$ cat config.mk
export PLATFORM = sky130hd
export DESIGN_NAME = add_accumulator_flat
export DESIGN_NICKNAME = d
export VERILOG_FILES = /design/src/rtl/add_accumulator_pkg.sv /design/src/rtl/add_accumulator_if.sv /design/src/rtl/add_accumulator.sv /design/src/flat_wrapper.sv
export SDC_FILE = /design/constraint.sdc
export NUM_CORES = 1
export LEC_CHECK = 0
export BUFFER_PORTS_ARGS = -buffer_cell sky130_fd_sc_hd__buf_2
export CORE_UTILIZATION = 48
export CTS_BUF_LIST = sky130_fd_sc_hd__clkbuf_4 sky130_fd_sc_hd__clkbuf_8
export CTS_CLUSTER_SIZE = 12
export DETAILED_ROUTE_END_ITERATION = 7
export GPL_ROUTABILITY_DRIVEN = 1
export GPL_TIMING_DRIVEN = 0
export HOLD_SLACK_MARGIN = 0.03
export PLACE_DENSITY = 0.78
export SLEW_MARGIN = 10
export SYNTH_ARGS = -nofsm -noshare
export SYNTH_HDL_FRONTEND = slang
export SYNTH_SLANG_ARGS = --single-unit
$ cat constraint.sdc
create_clock -name clk -period 2.06 [get_ports clk]
set_clock_uncertainty 0.2 [all_clocks]
set_input_delay 0.412 -clock clk [delete_from_list [all_inputs] [get_ports clk]]
set_output_delay 0.412 -clock clk [all_outputs]
set_load 0.02 [all_outputs]
$ cat src/rtl/add_accumulator_pkg.sv
// Shared types for the add_accumulator frame summer: FSM state encoding and beat width.
// The beat is the adder stage's 9-bit {CarryOut,Sum} result.
package add_acc_pkg;

  localparam int BEAT_W = 9;

  typedef enum logic {
    ACCUM = 1'b0,
    HOLD  = 1'b1
  } acc_state_t;

  function automatic logic [BEAT_W-1:0] make_beat(input logic carry, input logic [7:0] sum);
    return {carry, sum};
  endfunction

endpackage

$ cat src/rtl/add_accumulator_if.sv
// Stream bundle between the adder stage, the accumulator and its downstream consumer.
// The master side drives beats, Clear and OutReady; the slave side is the accumulator.
interface add_accumulator_if #(
  parameter int ACC_W     = 16,
  parameter int FRAME_LEN = 4
) ();

  localparam int CNT_W = $clog2(FRAME_LEN + 1);

  logic             InValid;
  logic             InReady;
  logic [7:0]       Sum;
  logic             CarryOut;
  logic             Clear;
  logic             OutValid;
  logic             OutReady;
  logic [ACC_W-1:0] AccOut;
  logic [CNT_W-1:0] BeatCount;
  logic             Overflow;

  modport master (
    output InValid, Sum, CarryOut, Clear, OutReady,
    input  InReady, OutValid, AccOut, BeatCount, Overflow
  );

  modport slave (
    input  InValid, Sum, CarryOut, Clear, OutReady,
    output InReady, OutValid, AccOut, BeatCount, Overflow
  );

endinterface

$ cat src/rtl/add_accumulator.sv
// Sums FRAME_LEN adder beats into an ACC_W-bit total and holds it on a valid/ready output.
// Define ADD_ACC_SAT_EN to saturate the total on overflow instead of wrapping.
module add_accumulator
  import add_acc_pkg::*;
#(
  parameter int ACC_W     = 16,
  parameter int FRAME_LEN = 4
) (
  input logic              clk,
  input logic              rst,
  add_accumulator_if.slave bus
);

  localparam int CNT_W = $clog2(FRAME_LEN + 1);
  localparam int SUM_W = ACC_W + 1;
  localparam logic [CNT_W-1:0] LAST_BEAT = CNT_W'(FRAME_LEN - 1);

  acc_state_t       state_q, state_d;
  logic [ACC_W-1:0] acc_q, acc_d;
  logic [CNT_W-1:0] cnt_q, cnt_d;
  logic             ovf_q, ovf_d;
  logic [BEAT_W-1:0] beat;
  logic [SUM_W-1:0] sum_ext;

  assign beat    = make_beat(bus.CarryOut, bus.Sum);
  // One extra bit so the carry out of the top accumulator bit is visible.
  assign sum_ext = {1'b0, acc_q} + SUM_W'(beat);

  always_ff @(posedge clk) begin
    if (rst) begin
      state_q <= ACCUM;
      acc_q   <= '0;
      cnt_q   <= '0;
      ovf_q   <= 1'b0;
    end else begin
      state_q <= state_d;
      acc_q   <= acc_d;
      cnt_q   <= cnt_d;
      ovf_q   <= ovf_d;
    end
  end

  // Clear wins over both an offered beat and a downstream take.
  always_comb begin
    state_d = state_q;
    acc_d   = acc_q;
    cnt_d   = cnt_q;
    ovf_d   = ovf_q;
    if (bus.Clear) begin
      state_d = ACCUM;
      acc_d   = '0;
      cnt_d   = '0;
      ovf_d   = 1'b0;
    end else begin
      case (state_q)
        ACCUM: begin
          if (bus.InValid) begin
            cnt_d = cnt_q + CNT_W'(1);
            if (sum_ext[ACC_W]) begin
              ovf_d = 1'b1;
            end
`ifdef ADD_ACC_SAT_EN
            acc_d = sum_ext[ACC_W] ? '1 : sum_ext[ACC_W-1:0];
`else
            acc_d = sum_ext[ACC_W-1:0];
`endif
            if (cnt_q == LAST_BEAT) begin
              state_d = HOLD;
            end
          end
        end
        HOLD: begin
          if (bus.OutReady) begin
            state_d = ACCUM;
            acc_d   = '0;
            cnt_d   = '0;
            ovf_d   = 1'b0;
          end
        end
      endcase
    end
  end

  assign bus.InReady   = (state_q == ACCUM);
  assign bus.OutValid  = (state_q == HOLD);
  assign bus.AccOut    = acc_q;
  assign bus.BeatCount = cnt_q;
  assign bus.Overflow  = ovf_q;

endmodule

$ cat src/flat_wrapper.sv
// flat-port wrapper written by rule: the top's interface ports become plain ports
module add_accumulator_flat import add_acc_pkg::*;
#(
  parameter int ACC_W     = 16,
  parameter int FRAME_LEN = 4
)
  (clk, rst, bus_InValid, bus_Sum, bus_CarryOut, bus_Clear, bus_OutReady, bus_InReady, bus_OutValid, bus_AccOut, bus_BeatCount, bus_Overflow);
  add_accumulator_if #(.ACC_W(ACC_W), .FRAME_LEN(FRAME_LEN)) bus_i ();
  input logic clk;
  input logic rst;
  input wire logic [$bits(bus_i.InValid)-1:0] bus_InValid;
  input wire logic [$bits(bus_i.Sum)-1:0] bus_Sum;
  input wire logic [$bits(bus_i.CarryOut)-1:0] bus_CarryOut;
  input wire logic [$bits(bus_i.Clear)-1:0] bus_Clear;
  input wire logic [$bits(bus_i.OutReady)-1:0] bus_OutReady;
  output wire logic [$bits(bus_i.InReady)-1:0] bus_InReady;
  output wire logic [$bits(bus_i.OutValid)-1:0] bus_OutValid;
  output wire logic [$bits(bus_i.AccOut)-1:0] bus_AccOut;
  output wire logic [$bits(bus_i.BeatCount)-1:0] bus_BeatCount;
  output wire logic [$bits(bus_i.Overflow)-1:0] bus_Overflow;
  assign bus_i.InValid = bus_InValid;
  assign bus_i.Sum = bus_Sum;
  assign bus_i.CarryOut = bus_CarryOut;
  assign bus_i.Clear = bus_Clear;
  assign bus_i.OutReady = bus_OutReady;
  assign bus_InReady = bus_i.InReady;
  assign bus_OutValid = bus_i.OutValid;
  assign bus_AccOut = bus_i.AccOut;
  assign bus_BeatCount = bus_i.BeatCount;
  assign bus_Overflow = bus_i.Overflow;
  add_accumulator #(.ACC_W(ACC_W), .FRAME_LEN(FRAME_LEN)) u_core (.clk(clk), .rst(rst), .bus(bus_i));
endmodule
==> results of run 1 <==
==> cells in the mapped netlist (2+ instances only) <==
| library cell | number | area, µm² |
|---|---|---|
| sky130_fd_sc_hd__dfxtp_1 | 21 | 420.4 |
| sky130_fd_sc_hd__xor2_1 | 6 | 52.55 |
| sky130_fd_sc_hd__a211oi_1 | 3 | 22.52 |
| sky130_fd_sc_hd__a22oi_1 | 5 | 37.54 |
| sky130_fd_sc_hd__clkbuf_1 | 2 | 7.510 |
| sky130_fd_sc_hd__xnor2_1 | 5 | 43.79 |
| sky130_fd_sc_hd__or3_1 | 2 | 12.51 |
| sky130_fd_sc_hd__a22o_1 | 2 | 17.52 |
| sky130_fd_sc_hd__a21oi_1 | 12 | 60.06 |
| sky130_fd_sc_hd__a32o_1 | 4 | 40.04 |
| sky130_fd_sc_hd__nand2_1 | 12 | 45.04 |
| sky130_fd_sc_hd__nor3_1 | 3 | 15.01 |
| sky130_fd_sc_hd__ha_1 | 11 | 137.6 |
| sky130_fd_sc_hd__o21a_1 | 2 | 15.01 |
| sky130_fd_sc_hd__nor2_1 | 20 | 75.07 |
| sky130_fd_sc_hd__o21ai_0 | 7 | 35.03 |
| sky130_fd_sc_hd__a21o_1 | 2 | 15.01 |
| sky130_fd_sc_hd__inv_1 | 3 | 11.26 |
| sky130_fd_sc_hd__o211ai_1 | 3 | 22.52 |
| sky130_fd_sc_hd__nor2b_1 | 2 | 12.51 |
==> path summary, 6_finish.rpt <==
check	from	end	slack, ns	depth (start not counted)
worst max-delay path	u_core.bus.AccOut[3]$_SDFFE_PP0P_	u_core.bus.AccOut[11]$_SDFFE_PP0P_	0.006	6
worst min-delay path	bus_InValid	u_core.bus.OutValid$_SDFF_PP0_	0.20	3
worst max register to register	u_core.bus.AccOut[3]$_SDFFE_PP0P_	u_core.bus.AccOut[11]$_SDFFE_PP0P_	0.006	6
worst min register to register	u_core.bus.BeatCount[2]$_SDFFE_PP0P_	u_core.bus.BeatCount[2]$_SDFFE_PP0P_	0.33	2
==> routing by layer <==
metal | global-route usage [%] | vias to the layer above
met5 | 0 | -
met4 | 11.40 | 0
met3 | 2.874 | 8
met2 | 41.98 | 44
met1 | 27.97 | 612
li1 | - | 617
==> kinds of logic after synthesis <==
kind of cell             share of synthesized area, %
flip-flops                                      33.84
multiplexers                                    1.107
adder cells (fa/ha/maj)                         12.69
buffers and inverters                           1.913
AND/OR/NAND/NOR                                 17.02
AO/OA/AOI/OAI                                   25.68
XOR/XNOR                                        7.754
==> critical path: cells and delay by family (launching register included) <==
family | cells | cell delay, ns
AOI/OAI and AO/OA | 4 | 0.76
adders and majority gates | 1 | 0.30
DFF | 1 | 0.37
and+or+nand+nor | 1 | 0.33
==> what timing repair did <==
item,CTS,global route
gates cloned,0,0
endpoints found under the hold margin,0,0
pin swaps,7,12
setup endpoints to repair,7,9
gates resized for setup,9,26
setup buffers,4,3
hold buffers,0,0
==> power by group through the flow <==
stage	Sequential, W	Clock [W]	Combinational [W]
detailed placement	0.000433	0	0.000155
finish	0.000427	0.000221	0.000211
global placement	0.000432	0	0.000149
floorplan	0.000443	0	0.0000983
global route	0.000429	0.000244	0.000227
CTS	0.000424	0.000223	0.000168
==> metrics by stage <==
stage / cell area, µm² / TNS [ns] / setup WS (ns) / utilization, %
after CTS: 1577 / -0.06676 / -0.02373 / 64.22
after detailed placement: 1466 / -1.636 / -0.2247 / 59.74
after global routing: 1720 / -0.2579 / -0.08199 / 70.08
final: 1720 / 0 / 0.006135 / 70.08
after global placement: 1466 / -1.103 / -0.1953 / 59.74
after floorplan: 1254 / 0 / 0.01151 / -
==> cell type report <==
class	count	area, µm²
Multi-Input combinational cell	117	969.7
Fill cell	191	734.5
Sequential cell	21	425.4
Timing Repair Buffer	42	227.7
Tap cell	30	37.54
Clock buffer	4	30.03
Buffer	3	18.77
Inverter	3	11.26
==> sequential cells by signal, indices dropped and copies added, names as in the netlist <==
register              flops
u_core.bus.AccOut        16
u_core.bus.BeatCount      3
u_core.bus.OutValid       1
u_core.bus.Overflow       1
==> impl_summary.log, run 1 <==
INFO  metric status = finished clean
INFO  metric grt_overflow = 0
INFO  metric ys_dominant_reg_cell = sky130_fd_sc_hd__dfxtp_1
INFO  metric timing.critical_path.from_type = flop
INFO  metric timing.max_cap.violations = 0
INFO  metric routedWlPerCell = approximately 16 µm
INFO  metric cts_buffers = 3
INFO  metric htreeDepth = 1
INFO  metric syn-cell-area = between 0.001 and 0.0015 mm²
INFO  metric combinationalPowerShare = about a quarter
INFO  metric first_iter_violations = 35
INFO  metric layout_commonest_cell = sky130_fd_sc_hd__buf_2
INFO  metric endpoint_kind = flop
INFO  metric critical_path.most_common_cell = sky130_fd_sc_hd__o211ai_1
INFO  metric floorplan.die.width = 52.88 µm
INFO  metric crit_path_max_fo = 4
INFO  metric synth_warnings = 0
INFO  metric pwr-share-clk = between 20% and 30%
INFO  metric place.gp.congestion = approximately 0.85
INFO  metric ctsLongestPathBuffers = 2
INFO  metric post-layout-total-power = 0.0008593 W
INFO  metric buffer_ports.inserted = 35
INFO  metric synth-seq-area-share = about a third
INFO  metric final-max-slew-violation-count = 0
INFO  metric die_y = between 50 and 60 µm
INFO  metric timing.critical_path.required = 2.09 ns
INFO  metric min_path_type = primary input to flop
INFO  metric final_wl = about 3400 µm
INFO  metric dr_wl_met2 = around 1800 µm
INFO  metric synth.avg_cell_area = approximately 8.6 µm²
INFO  metric sw_ratio = between 30% and 40%
INFO  metric worst_ir_drop_vdd = 0.4003 mV
INFO  metric root_buffer = sky130_fd_sc_hd__clkbuf_4
INFO  metric number_of_i_o_pins = 36
INFO  metric synth-edff-count = 0
INFO  metric synth_async_sr_flop_share = 0%
INFO  metric grt_setup_unrepaired = true
INFO  metric clk_latency = 0.32 ns
INFO  metric cp.arrival = roughly 2.1 ns
INFO  metric layout_worst_path_cycle_share = around 100%
INFO  metric power_density = around 500 mW/mm²
INFO  metric dp_cells = approximately 210
INFO  metric post_drt_via_cell_ratio = between 5 and 6
INFO  metric grt_max_degree = 12
INFO  metric max_slew_margin = between 60% and 70%
INFO  metric clock_transition_time_at_the_flip_flop_clock_pins_of_the_worst_setup_and_hold_paths = roughly 0.13 ns
INFO  metric drt-met1-wl = around 1400 µm
INFO  metric grt_pass1_vias = 1174
INFO  metric track_usage = 23.74%
INFO  metric pwr-share-seq = between 40% and 50%
INFO  metric power_leakage = slightly above 0.7 nW
INFO  metric setup_viol = 0
INFO  metric fin_crit = between 2 and 2.5 ns
INFO  metric first_pass_iters = 4
INFO  metric p_switching = around 0.00026 W
INFO  metric tritoncts = done
INFO  metric dieArea = between 0.002 and 0.003 mm²
INFO  metric whs = slightly below 0.2 ns
INFO  metric met3RoutedLength = about 130 µm
INFO  metric crit_path_max_incr_delay = 0.37 ns
INFO  metric area_growth = 38.47%
INFO  metric antenna_found_initial = 0
INFO  metric hold_viol = 0
INFO  metric maxUsedRoutingLayer = met4
INFO  metric dp_hpwl = 2205 µm
INFO  metric post_synth_num_cell_types = 37
INFO  metric ant_diodes = 0
INFO  metric mostFrequentLayoutCells = sky130_fd_sc_hd__buf_2 (35), sky130_fd_sc_hd__nor2_1 (20), sky130_fd_sc_hd__dfxtp_1 (17)
INFO  metric nets = roughly 220
INFO  metric cp_cell_sequence = ha_4 > o211ai_1 > o211ai_1 > a31oi_2 > or3_1 > a21oi_1
INFO  metric route.antenna.remaining_nets = 0
INFO  metric synth_seq_cells = 21
INFO  metric timing_worst_slew_pin_value = ~0.53 ns
INFO  metric p_int = 0.0005990 W
INFO  metric placement_rows = 18
INFO  metric grt_pass1_wl = about 4900 µm
INFO  metric max_freq = 0.4869 GHz
INFO  metric synthesis.nets = 170
INFO  metric proportion_of_layout_cells_with_a_drive_suffix_above_1 = between 30% and 40%
INFO  metric placeableCoreArea = around 0.0025 mm²
INFO  metric initial_utilization = about half
INFO  metric cts_sinks = 21
INFO  metric final_cells = 220
INFO  metric synthesis.instances = 144
INFO  metric worstSetupPathType = flop to flop
INFO  metric via_count = 1281
INFO  metric critical_path.slowest_cell = sky130_fd_sc_hd__dfxtp_1
INFO  metric drcViolationCount = 0
No activity file was read; power rests on OpenSTA's default activity.
==> run 2: changes to the inputs <==
Settings changed: PLACE_DENSITY 0.78 to 0.89.
==> impl_summary.log, run 2 (same netlist as run 1, synthesis figures left out) <==
INFO  metric timing.max_cap.violations = 0 (unchanged)
INFO  metric number_of_i_o_pins = 36 (unchanged)
INFO  metric drcViolationCount = 0 (unchanged)
INFO  metric setup_viol = 1 (+1)
INFO  metric final-max-slew-violation-count = 0 (unchanged)
INFO  metric ctsLongestPathBuffers = 2 (unchanged)
INFO  metric layout_commonest_cell = sky130_fd_sc_hd__buf_2
INFO  metric postLayoutCellArea = 0.001657 mm² (-3.7%)
INFO  metric first_pass_iters = 4 (unchanged)
INFO  metric htreeDepth = 1 (unchanged)
INFO  metric power_density = 507.4 mW/mm² (+1.6%)
INFO  metric critical_path.most_common_cell = sky130_fd_sc_hd__o211ai_1
INFO  metric cp_cell_sequence = ha_4 > o211ai_1 > o211ai_1 > a31oi_2 > or3_1 > a21oi_2
INFO  metric ant_diodes = 0 (unchanged)
INFO  metric fin_crit = 2.078 ns (+0.02406 ns)
INFO  metric grt_pass1_wl = 5112 µm (+4.3%)
INFO  metric routedWlPerCell = 15.94 µm (+2.7%)
INFO  metric final_cells = 219 (-0.45%)
INFO  metric grt_overflow = 0 (unchanged)
INFO  metric endpoint_kind = flop
INFO  metric timing.critical_path.from_type = flop
INFO  metric floorplan.die.width = 52.88 µm (unchanged)
INFO  metric grt_pass1_vias = 1210 (+3.1%)
INFO  metric min_path_type = primary input to flop
INFO  metric cp.arrival = 2.14 ns (+0.05 ns)
INFO  metric final_wl = 3491 µm (+2.2%)
INFO  metric worstSetupPathType = flop to flop
INFO  metric clk_latency = 0.32 ns (about the same)
INFO  metric dp_hpwl = 2329 µm (+5.6%)
INFO  metric nets = 216 (-0.46%)
INFO  metric tritoncts = done
INFO  metric grt_max_degree = 13 (+1)
INFO  metric critical_path_buf_inv_count = 0 (unchanged)
INFO  metric cts_sinks = 21 (unchanged)
INFO  metric failed_checks = negative setup slack
INFO  metric layout_worst_path_cycle_share = 100.9% (+1.2 points)
INFO  metric max_freq = 0.4812 GHz (-1.2%)
INFO  metric mostFrequentLayoutCells = sky130_fd_sc_hd__buf_2 (35), sky130_fd_sc_hd__nor2_1 (19), sky130_fd_sc_hd__dfxtp_1 (16)
INFO  metric crit_family = compound AO/OA/AOI/OAI gates
INFO  metric power_leakage = 0.6933 nW (-2.7%)
INFO  metric track_usage = 25.02% (+1.3 points)
INFO  metric finalWorstSetupSlack = -0.01793 ns (-0.02406 ns)
INFO  metric timing.critical_path.required = 2.12 ns (+0.03 ns)
INFO  metric post_drt_via_cell_ratio = 5.963 (+2.4%)
INFO  metric dieArea = 0.002796 mm² (unchanged)
INFO  metric via_count = 1306 (+2.0%)
INFO  metric place.gp.congestion = 0.7984 (-5.6%)
INFO  metric route.antenna.remaining_nets = 0 (unchanged)
INFO  metric crit_path_max_incr_delay = 0.37 ns (about the same)
INFO  metric area_growth = 33.33%
INFO  metric placement_rows = 18 (unchanged)
INFO  metric cts_buffers = 3 (unchanged)
INFO  metric die_y = 52.88 µm (unchanged)
INFO  metric proportion_of_layout_cells_with_a_drive_suffix_above_1 = 38.62% (-0.85 points)
INFO  metric buffer_ports.inserted = 35 (unchanged)
INFO  metric flip_flop_count_of_the_largest_register_all_copies_and_words_added = 16 (unchanged)
INFO  metric worst_ir_drop_vdd = 0.3252 mV (-19%)
INFO  metric root_buffer = sky130_fd_sc_hd__clkbuf_4
INFO  metric critical_path.slowest_cell = sky130_fd_sc_hd__dfxtp_2
INFO  metric hold_viol = 0 (unchanged)
INFO  metric clock_transition_time_at_the_flip_flop_clock_pins_of_the_worst_setup_and_hold_paths = 0.13 ns (about the same)
INFO  metric grt_setup_unrepaired = true
INFO  metric placeableCoreArea = 0.002455 mm² (unchanged)
INFO  metric dp_cells = 209 (unchanged)
INFO  metric status = complete, but fails checks
INFO  metric crit_path_max_fo = 5 (+1)
INFO  metric max_slew_margin = 66.93% (+2.3 points)
INFO  metric first_iter_violations = 31 (-11%)
INFO  metric placed_area = 0.001466 mm² (unchanged)
INFO  metric antenna_found_initial = 0 (unchanged)
INFO  metric initial_utilization = 50.61% (unchanged)
INFO  metric fillCellCount = 183 (-4.2%)
INFO  metric timing_worst_slew_pin_value = 0.4961 ns (-0.03182 ns)
-- run 2: changes by cell type in the layout (fill, tap and decap cells not counted), sizes merged --
cell / before / now
clkinv: 0 / 1
buf: 43 / 41
-- run 2: cell type report --
| type | instances | area, µm² | share of cell area [%] |
|---|---|---|---|
| multi-input cells | 117 | 918.4 | 55.44 |
| flip-flops and latches | 21 | 429.2 | 25.91 |
| clock inverters | 1 | 5.005 | 0.3021 |
| plain buffers | 3 | 12.51 | 0.7553 |
| inverters | 3 | 11.26 | 0.6798 |
| repair buffers | 41 | 220.2 | 13.29 |
| clock buffers | 3 | 22.52 | 1.360 |
| well taps | 30 | 37.54 | 2.266 |
-- run 2: final timing paths --
check                                                     startpoint                                   end  slack [ns]  cells after the start
worst max register to register     u_core.bus.AccOut[2]$_SDFFE_PP0P_    u_core.bus.AccOut[11]$_SDFFE_PP0P_       -0.02                      6
worst min-delay path                                     bus_InValid        u_core.bus.OutValid$_SDFF_PP0_        0.18                      3
worst min register to register  u_core.bus.BeatCount[2]$_SDFFE_PP0P_  u_core.bus.BeatCount[2]$_SDFFE_PP0P_        0.33                      2
worst max-delay path               u_core.bus.AccOut[2]$_SDFFE_PP0P_    u_core.bus.AccOut[11]$_SDFFE_PP0P_       -0.02                      6
-- run 2: where the power goes --
group / internal [W] / total (W) / switching [W]
Clock: 0.0000729 / 0.000216 / 0.000143
Combinational: 0.0000850 / 0.000199 / 0.000114
Sequential: 0.000415 / 0.000426 / 0.0000103
Total: 0.000573 / 0.000841 / 0.000267
-- run 2: tightest hold or removal path, cell delays in order --
cell and delay [ns]:
sky130_fd_sc_hd__buf_2 0.12, sky130_fd_sc_hd__a21oi_1 0.07, sky130_fd_sc_hd__nor2_1 0.08
-- run 2: per-layer routing --
layer	track usage [%]	routed length, µm	part of all wire, %	vias up
li1	-	-	-	619
met1	29.81	1387	40	627
met2	43.25	1859	53	51
met3	3.448	168	4.8	9
met4	12.72	76	2.2	0
met5	0	0	0	-
-- run 2: stage by stage --
stage / hold slack [ns] / TNS [ns] / util [%] / power, W / worst slack (ns)
6_report: 0.1811 / -0.01793 / 67.48 / 0.0008406 / -0.01793
4_1_cts: 0.1708 / -0.02531 / 62.74 / 0.0008037 / -0.01602
5_1_grt: 0.1920 / -0.3777 / 67.48 / 0.0008662 / -0.08211
2_1_floorplan: 0.3526 / 0 / - / 0.0005418 / 0.01151
3_3_place_gp: 0.2850 / -0.9867 / 59.74 / 0.0005799 / -0.1863
3_5_place_dp: 0.2973 / -1.464 / 59.74 / 0.0005896 / -0.2199
-- run 2: timing repair --
| item | CTS | global route |
|---|---|---|
| buffers inserted | 3 | 3 |
| endpoints found under the setup margin | 7 | 10 |
| gates resized for setup | 5 | 21 |
| hold buffers | 0 | 0 |
| pin swaps | 5 | 5 |
